## config.mk

```make
export PLATFORM = sky130hd
export DESIGN_NAME = ram_bus_ctrl
export DESIGN_NICKNAME = d
export VERILOG_FILES = /design/src/rtl/ram_bus_pkg.sv /design/src/rtl/ram_lane_unit.sv /design/src/rtl/ram_bus_ctrl.sv
export SDC_FILE = /design/constraint.sdc
export NUM_CORES = 1
export LEC_CHECK = 0
export BUFFER_PORTS_ARGS = -buffer_cell sky130_fd_sc_hd__buf_2
export CORE_ASPECT_RATIO = 0.7
export CORE_MARGIN = 8
export CORE_UTILIZATION = 30
export DETAILED_ROUTE_END_ITERATION = 10
export REMOVE_ABC_BUFFERS = 1
export SLEW_MARGIN = 20
export SYNTH_ARGS = -nofsm -noshare
export SYNTH_HDL_FRONTEND = slang
export SYNTH_HIERARCHICAL = 1
export SYNTH_SLANG_ARGS = --single-unit
export TNS_END_PERCENT = 20
```

## constraint.sdc

```tcl
create_clock -name clk -period 1.7 [get_ports clk]
set_input_delay 0.17 -clock clk [delete_from_list [all_inputs] [get_ports clk]]
set_output_delay 0.17 -clock clk [all_outputs]
set_load 0.01 [all_outputs]
```

## src/rtl/ram_bus_pkg.sv

```systemverilog
// Shared types and lane helpers for the data-RAM bus controller.
// Size encodings, FSM states, byte-enable and load-extension functions.
package ram_bus_pkg;

   localparam logic [1:0] SZ_BYTE = 2'd0;
   localparam logic [1:0] SZ_HALF = 2'd1;
   localparam logic [1:0] SZ_WORD = 2'd2;
   localparam logic [1:0] SZ_ILL  = 2'd3;

   typedef enum logic [1:0] {
      ST_IDLE,
      ST_RD_WAIT,
      ST_RD_WAIT2,
      ST_RESP
   } state_t;

   function automatic logic is_err(
      input logic [1:0] size,
      input logic [1:0] off
   );
      return (size == SZ_ILL) ||
             ((size == SZ_HALF) && off[0]) ||
             ((size == SZ_WORD) && (off != 2'b00));
   endfunction

   function automatic logic [3:0] be_gen(
      input logic [1:0] size,
      input logic [1:0] off
   );
      logic [3:0] be;
      be = 4'b0000;
      case (size)
         SZ_BYTE: be = 4'b0001 << off;
         SZ_HALF: be = off[1] ? 4'b1100 : 4'b0011;
         SZ_WORD: be = 4'b1111;
         default: be = 4'b0000;
      endcase
      return be;
   endfunction

   function automatic logic [31:0] load_ext(
      input logic [31:0] data,
      input logic [1:0]  size,
      input logic [1:0]  off,
      input logic        uns
   );
      logic [31:0] sb;
      logic [31:0] sh;
      logic [31:0] res;
      sb  = data >> {off, 3'b000};
      sh  = data >> {off[1], 4'b0000};
      res = data;
      case (size)
         SZ_BYTE: res = uns ? {24'h0, sb[7:0]}
                            : {{24{sb[7]}}, sb[7:0]};
         SZ_HALF: res = uns ? {16'h0, sh[15:0]}
                            : {{16{sh[15]}}, sh[15:0]};
         default: res = data;
      endcase
      return res;
   endfunction

endpackage

```

## src/rtl/ram_lane_unit.sv

```systemverilog
// Combinational byte-lane unit: store steering, byte enables,
// and load lane extraction with sign/zero extension.
module ram_lane_unit
   import ram_bus_pkg::*;
(
   input  logic [1:0]  i_st_size,
   input  logic [1:0]  i_st_off,
   input  logic [31:0] i_wdata,
   input  logic [1:0]  i_ld_size,
   input  logic [1:0]  i_ld_off,
   input  logic        i_ld_uns,
   input  logic [31:0] i_rd_data,
   output logic [31:0] o_wr_data,
   output logic [3:0]  o_be,
   output logic [31:0] o_rd_ext
);

   always_comb begin
      o_wr_data = i_wdata;
      case (i_st_size)
         SZ_BYTE: o_wr_data = {4{i_wdata[7:0]}};
         SZ_HALF: o_wr_data = {2{i_wdata[15:0]}};
         default: o_wr_data = i_wdata;
      endcase
   end

   assign o_be     = be_gen(i_st_size, i_st_off);
   assign o_rd_ext = load_ext(i_rd_data, i_ld_size,
                              i_ld_off, i_ld_uns);

endmodule

```

## src/rtl/ram_bus_ctrl.sv

```systemverilog
// Bus-side initiator for the single-port data RAM, one transaction at a time.
// Define RAM_BUS_CTRL_RD_REG_EN for a RAM with its output register enabled.
module ram_bus_ctrl
   import ram_bus_pkg::*;
#(
   parameter int ADDR_WIDTH = 14,
   parameter int DATA_WIDTH = 32
) (
   input  logic                  clk,
   input  logic                  rst,
   input  logic                  req_valid,
   output logic                  req_ready,
   input  logic [31:0]           req_addr,
   input  logic                  req_we,
   input  logic [1:0]            req_size,
   input  logic                  req_unsigned,
   input  logic [DATA_WIDTH-1:0] req_wdata,
   output logic                  rsp_valid,
   input  logic                  rsp_ready,
   output logic [DATA_WIDTH-1:0] rsp_rdata,
   output logic                  rsp_err,
   output logic [ADDR_WIDTH-1:0] ram_addr,
   output logic [DATA_WIDTH-1:0] ram_wr_data,
   output logic                  ram_wr_en,
   output logic [3:0]            ram_wr_byte_en,
   input  logic [DATA_WIDTH-1:0] ram_rd_data
);

   state_t                r_state;
   logic [1:0]            r_size;
   logic [1:0]            r_off;
   logic                  r_uns;
   logic                  r_err;
   logic                  r_valid;
   logic [DATA_WIDTH-1:0] r_rdata;
   logic [ADDR_WIDTH-1:0] r_addr;

   logic                  w_accept;
   logic                  w_err;
   logic                  w_store;
   logic [3:0]            w_be;
   logic [31:0]           w_wr_data;
   logic [31:0]           w_rd_ext;
   logic                  w_unused;

   // High address bits alias by design.
   assign w_unused = ^req_addr[31:ADDR_WIDTH+2];

   assign req_ready = (r_state == ST_IDLE);
   assign w_accept  = req_valid && req_ready;
   assign w_err     = is_err(req_size, req_addr[1:0]);
   assign w_store   = w_accept && req_we && !w_err;

   assign ram_addr       = w_accept ? req_addr[ADDR_WIDTH+1:2]
                                    : r_addr;
   assign ram_wr_en      = w_store && rst;
   assign ram_wr_byte_en = ram_wr_en ? w_be : 4'b0000;
   assign ram_wr_data    = w_wr_data;

   assign rsp_valid = r_valid;
   assign rsp_rdata = r_rdata;
   assign rsp_err   = r_err;

   ram_lane_unit u_lane (
      .i_st_size (req_size),
      .i_st_off  (req_addr[1:0]),
      .i_wdata   (req_wdata),
      .i_ld_size (r_size),
      .i_ld_off  (r_off),
      .i_ld_uns  (r_uns),
      .i_rd_data (ram_rd_data),
      .o_wr_data (w_wr_data),
      .o_be      (w_be),
      .o_rd_ext  (w_rd_ext)
   );

   always_ff @(posedge clk) begin
      if (!rst) begin
         r_state <= ST_IDLE;
         r_size  <= SZ_BYTE;
         r_off   <= 2'b00;
         r_uns   <= 1'b0;
         r_err   <= 1'b0;
         r_valid <= 1'b0;
         r_rdata <= '0;
         r_addr  <= '0;
      end else begin
         unique case (r_state)
            ST_IDLE: begin
               if (w_accept) begin
                  r_addr <= req_addr[ADDR_WIDTH+1:2];
                  r_size <= req_size;
                  r_off  <= req_addr[1:0];
                  r_uns  <= req_unsigned;
                  r_err  <= w_err;
                  if (req_we || w_err) begin
                     r_rdata <= '0;
                     r_valid <= 1'b1;
                     r_state <= ST_RESP;
                  end else begin
                     r_state <= ST_RD_WAIT;
                  end
               end
            end
            ST_RD_WAIT: begin
`ifdef RAM_BUS_CTRL_RD_REG_EN
               r_state <= ST_RD_WAIT2;
`else
               r_rdata <= w_rd_ext;
               r_valid <= 1'b1;
               r_state <= ST_RESP;
`endif
            end
            ST_RD_WAIT2: begin
`ifdef RAM_BUS_CTRL_RD_REG_EN
               r_rdata <= w_rd_ext;
               r_valid <= 1'b1;
               r_state <= ST_RESP;
`else
               r_state <= ST_IDLE;
`endif
            end
            ST_RESP: begin
               if (rsp_ready) begin
                  r_valid <= 1'b0;
                  r_state <= ST_IDLE;
               end
            end
            default: r_state <= ST_IDLE;
         endcase
      end
   end

endmodule

```

**Yosys cells after proc, flatten, opt, wreduce, memory -nomap -nowiden**

Cells that the tools add are included.

- Register bits after elaboration: 55
- Logic and storage cells: 60
- Output and inout port bits: 86

- Shifts and indexed selects: 3
- Equality and inequality tests: 10
- Reduce and logical (&&, ||, !) cells: 20
- Multiplexer cells: 19

Operator list:

| cell | number |
|---|---|
| $pmux 32 s2 | 3 |
| $mux 32 | 4 |
| $shr 32x5->16 | 1 |
| $shr 32x5->8 | 1 |
| $mux 14 | 1 |
| $pmux 4 s3 | 1 |
| $eq 2x2->1 const B | 4 |
| $mux 4 | 2 |
| $pmux 2 s4 | 1 |
| $eq 2x1->1 const B | 3 |
| $logic_and 1x1->1 | 6 |
| $logic_not 2->1 | 3 |
| $mux 2 | 3 |
| $ne 2x1->1 const B | 2 |
| $reduce_and 2->1 | 2 |
| $reduce_and 4->1 | 1 |
| $reduce_bool 2->1 | 2 |
| $shl 1x2->4 const A | 1 |
| $logic_or 1x1->1 | 3 |
| $mux 1 | 3 |
| $pmux 1 s3 | 1 |
| $reduce_and 3->1 | 1 |
| $reduce_bool 3->1 | 1 |
| $ne 2x2->1 const B | 1 |
| $logic_not 1->1 | 1 |

**Longest topological paths before layout**

- Depth in word-level cells: 8
- Gate-level depth with buffers: 7

**By module**

Netlist, hierarchy kept.

By module, submodules not included:

| module | area each (um^2) | cells an instance | sequential area each (um^2) | instances |
|---|---|---|---|---|
| ram_bus_ctrl | 2436.1 | 244 | 1101.1 | 1 |
| ram_lane_unit | 1216.2 | 168 | 0.0 | 1 |

**Least setup slack after synthesis**

OpenSTA, ideal clock, no wires.

- Path type: register to register
- Start point: reg r_off[1]
- End point: reg r_rdata[10], in the netlist rsp_rdata[10]
- Data required time: 1.570 ns
- Cell stages (with the launch flop): 6
- Path buffers: 0
- Library setup time: 0.130 ns
- Slack: 0.047 ns
- Arrival time: 1.523 ns
- Cells stage by stage: dfxtp_1 -> mux4_2 -> nor4b_4 -> a221o_1 -> a32oi_1 -> o21ai_0

- Longest elaborated chain between the ends: 4

RTL lines:

| element | line | RTL |
|---|---|---|
| from (decl) | ram_bus_ctrl.sv:31 | `logic [1:0] r_off;` |
| from (signal assigned) | ram_bus_ctrl.sv:93 | `r_off <= req_addr[1:0];` |
| $shr 32x5->16 or $shr 32x5->8 (tied branches) | ram_bus_pkg.sv:51, ram_bus_pkg.sv:50 |  |
| $mux 32, on equally long branches | ram_bus_pkg.sv:56, ram_bus_pkg.sv:54 |  |
| $pmux 32 s2 (*) | ram_bus_pkg.sv:53 | `case (size)` |
| named net w_rd_ext[10] | ram_bus_ctrl.sv:43 | `logic [31:0] w_rd_ext;` |
| $pmux 32 s2 (*) | ram_bus_ctrl.sv:88 | `unique case (r_state)` |
| to (signal assigned) | ram_bus_ctrl.sv:109 | `r_rdata <= w_rd_ext;` |
| to (decl) | ram_bus_ctrl.sv:35 | `logic [DATA_WIDTH-1:0] r_rdata;` |

The timed path passes the listed nets; every way through them passes the cells marked *.
A chain may end at the register's enable or synchronous reset.

**Worst setup path in the final report**

- Start point: reg r_state[1]
- End point: out ram_wr_byte_en[1]

- Longest elaborated chain between the ends: 6

RTL lines:

| element | line | RTL |
|---|---|---|
| from (decl) | ram_bus_ctrl.sv:29 | `state_t r_state;` |
| from (signal assigned) | ram_bus_ctrl.sv:79 | `r_state <= ST_IDLE;` |
| from (signal assigned) | ram_bus_ctrl.sv:99 | `r_state <= ST_RESP;` |
| from (signal assigned) | ram_bus_ctrl.sv:101 | `r_state <= ST_RD_WAIT;` |
| $logic_not 2->1 | ram_bus_ctrl.sv:49 | `assign req_ready = (r_state == ST_IDLE);` |
| $logic_and 1x1->1 | ram_bus_ctrl.sv:50 | `assign w_accept = req_valid && req_ready;` |
| $logic_and 1x1->1 (2 in a row) | ram_bus_ctrl.sv:52 | `assign w_store = w_accept && req_we && !w_err;` |
| $logic_and 1x1->1 | ram_bus_ctrl.sv:56 | `assign ram_wr_en = w_store && rst;` |
| $mux 4 | ram_bus_ctrl.sv:57 | `assign ram_wr_byte_en = ram_wr_en ? w_be : 4'b0000;` |
| to (decl) | ram_bus_ctrl.sv:25 | `output logic [3:0] ram_wr_byte_en,` |

No other way between the ends.

==> flow_summary.ini <==
[clock_tree]
ctsHoldBuffers = 0
cts_sinks = 55
cts_tree = built
htree_levels = 2
clockRootBuffer = clkbuf_16
clock_path_buffers = 2
cts_buffers = 5
clk_latency_ns = 0.30
path_clk_slew_ns = 0.08

[min_path]
min_to = r_uns
hold_path_depth = 3
min_path_type = input pin to flip-flop
hold_start = req_unsigned

[routing]
dr.max_layer_used = met4
drt_iter0_markers = 293
viasPerCell = 5.20
drc = 0
wl_met2_um = 6360
routed_wirelength_um = 13100
avgRoutedWirePerCell_um = 18.1
route.antenna.remaining_nets = 0
wl_met3_um = 920
drt_pass1_iterations = 4
drt-met1-wl_um = 5750
vias = 3768

[timing]
setup_ws_ns = -0.0680
setup_violations = 18
max_freq_mhz = 566
max_slew.worst_pin.slew_ns = 0.527
fin_crit_sh_pct = 104
hold_viol = 0
final-max-slew-violation-count = 0
fin_tns_setup_ns = -0.764
rsz0062_at_grt = yes
skew_ns = 0.00647
slew_headroom_pct = 64.7
finalCriticalPeriod_ns = 1.77

[yosys]
synthArstFlopShare_pct = 0
synthMuxAreaShare_pct = 20.1
synth_xor_area_share_pct = 0
synth_cells = 412
synthAdderAreaFrac_pct = 0
seq_area_frac_synth_pct = 30.1
yosys.area_share.simple_pct = 16.4
synth.distinct_cells = 43
synthesis.area_um2 = 3650
yosys_warnings = 6
synth_compound_area_share_pct = 25.1
syn-mean-instance-area_um2 = 8.86
synth_edf_count = 0
synth_top_family_by_area = compound AO/OA/AOI/OAI gates
yosys_most_used_dff = dfxtp_1
ys_ff_latch = 55

[floorplan]
start_util_pct = 30.9
io-pin-count = 190
core_area_um2 = 11800
die_h_um = 108
fp.dieArea_um2 = 16000
die_x_um = 148
fp-row-count = 33

[setup_path]
rrSetupSlack_ns = 0.05
startpoint_type = flip-flop
crit_chain = or3b_4, a211oi_4, and2_1, buf_2
crit_family = simple AND/OR/NAND/NOR gates
cp-end-kind = primary output
cp.required_ns = 1.53
cp_slowest_cell = or3b_4
arrival_ns = 1.60
r2r-start = r_off[1]
crit_type = flip-flop to primary output
crit_buf_inv = 1
reg2reg_depth = 5
cpPeakStageDelay_ns = 0.42
reg2reg_to = rsp_rdata[12]
path_max_fanout = 5

[final_layout]
fill_cells = 1201
final_nets = 669
drive_gt1_share_pct = 40.8
final_cells = 725
synthToLayoutAreaGrowth_pct = 35.6
stdcell_area_um2 = 4950

[pwr]
p_int_uw = 2630
switchingPower_uw = 1330
p_clk_share_pct = 27.2
peakVddDrop_uv = 386
power_frac_seq_pct = 37.4
p_leak_uw = 0.00215
powerDensity_nw_per_um2 = 801
power_frac_comb_pct = 35.4
swShare_pct = 33.6

[global_routing]
grt_use_total_pct = 15.9
first_global_vias = 3814
grt_max_degree = 80
grt_pass1_wl_um = 20700
grt_overflow = 0
antenna_found_initial = 2

[status]
outcome = finished with violations
failed_checks = negative setup slack

[placed_design]
numPortBuffers = 173
dp_hpwl_um = 9770
dp_cells = 713
gp_congestion = 0.819
place_area_um2 = 4680

[flow_run]
cap_violations = 0
[kinds of logic after synthesis]
| family | after synthesis |
|---|---|
| compound gates | 131 |
| buf+inv | 54 |
| flops | 55 |
| mux | 63 |
| simple gates | 109 |
[sequential cells by signal (all words and copies together), names as in the netlist]
signal     cells
r_state        2
rsp_rdata     32
rsp_err        1
rsp_valid      1
r_size         2
r_uns          1
r_addr        14
r_off          2
[worst max path at each step]
stage | slack [ns] | cells past startpoint | start | end
floorplan | -0.59 | 3 | r_state[0] | r_addr[0]
global placement | -0.02 | 6 | r_off[1] | rsp_rdata[7]
detailed placement | -0.03 | 6 | r_off[1] | rsp_rdata[7]
CTS | -0.08 | 4 | r_state[1] | ram_wr_byte_en[2]
global route | -0.14 | 4 | r_state[1] | ram_wr_byte_en[0]
finish | -0.07 | 4 | r_state[1] | ram_wr_byte_en[1]
[layer usage]
layer	global-route usage, %	vias up
met3	4.88	8
met5	0	-
met4	4.35	0
li1	-	1851
met2	26.8	98
met1	19.6	1811
[Yosys cell counts, types with 7 or more instances]
| master | instances | area share, % |
|---|---|---|
| a22o_1 | 9 | 2.2 |
| nand3_1 | 33 | 4.5 |
| buf_4 | 10 | 2.1 |
| nand2_1 | 25 | 2.6 |
| a32oi_1 | 32 | 7.7 |
| a221o_1 | 8 | 2.2 |
| o21ai_1 | 27 | 3.7 |
| mux2_1 | 16 | 4.9 |
| clkbuf_1 | 18 | 1.8 |
| o22a_1 | 7 | 1.7 |
| mux2_4 | 14 | 5.8 |
| and2_1 | 19 | 3.3 |
| buf_2 | 13 | 1.8 |
| mux2i_1 | 32 | 8.8 |
| dfxtp_1 | 55 | 30 |
| nor2b_1 | 10 | 1.7 |
| a21oi_1 | 7 | 0.96 |
| nor2_1 | 9 | 0.92 |
| o21ai_0 | 32 | 4.4 |
[repair_timing]
| action | 4_1_cts | 5_1_grt |
|---|---|---|
| setup endpoints to repair | 24 | 33 |
| buffers inserted | 2 | 0 |
| hold endpoints to repair | 0 | 0 |
| pin swaps | 3 | 6 |
| gates resized for setup | 18 | 12 |
[metrics by stage]
stage                     hold WS (ns)  util [%]  power (uW)  setup slack (ns)
after floorplan                  0.292         -        2190            -0.586
after global placement           0.412      39.6        2820           -0.0173
after detailed placement         0.426      39.6        2840           -0.0305
after CTS                        0.110      41.7        4000           -0.0824
after global routing             0.118      41.9        4180            -0.136
final                            0.109      41.9        3970           -0.0680
[power groups by stage]
stage	sequential (uW)	combinational, uW	clock (uW)
floorplan	1560	633	0
global placement	1510	1310	0
detailed placement	1510	1330	0
CTS	1480	1400	1110
global route	1500	1520	1160
finish	1480	1400	1080
[worst reg2reg max path: cells and delay by family (launching register included)]
kind	cells	cell delay (ns)
and+or+nand+nor	1	0.18
muxes	1	0.49
DFF	1	0.35
AOI/OAI and AO/OA	3	0.51
[area by class of cell]
type | instances | area [um^2] | area share, %
Tap cell | 157 | 196 | 3.97
Multi-Input combinational cell | 303 | 2260 | 45.6
Antenna cell | 2 | 5.00 | 0.101
Inverter | 5 | 18.8 | 0.379
Clock buffer | 5 | 125 | 2.53
Sequential cell | 55 | 1110 | 22.4
Clock inverter | 3 | 22.5 | 0.455
Timing Repair Buffer | 195 | 1220 | 24.6
[placed cells by master (no fill, tap or decap), types with 2 or more instances in the layout]
cell and count:
a21oi_1 7, a221o_1 8, a22o_1 8, a32oi_1 32
and2_1 19, buf_12 8, buf_2 159, buf_4 14
buf_6 14, clkbuf_16 5, dfxtp_1 52, dfxtp_2 2
diode_2 2, inv_1 5, inv_6 2, mux2_1 16
mux2_4 14, mux2i_1 32, nand2_1 25, nand2b_1 3
nand3_1 33, nor2_1 9, nor2b_1 9, o21ai_0 25
o21ai_1 34, o22a_1 7
(Power assumes the default switching activity.)
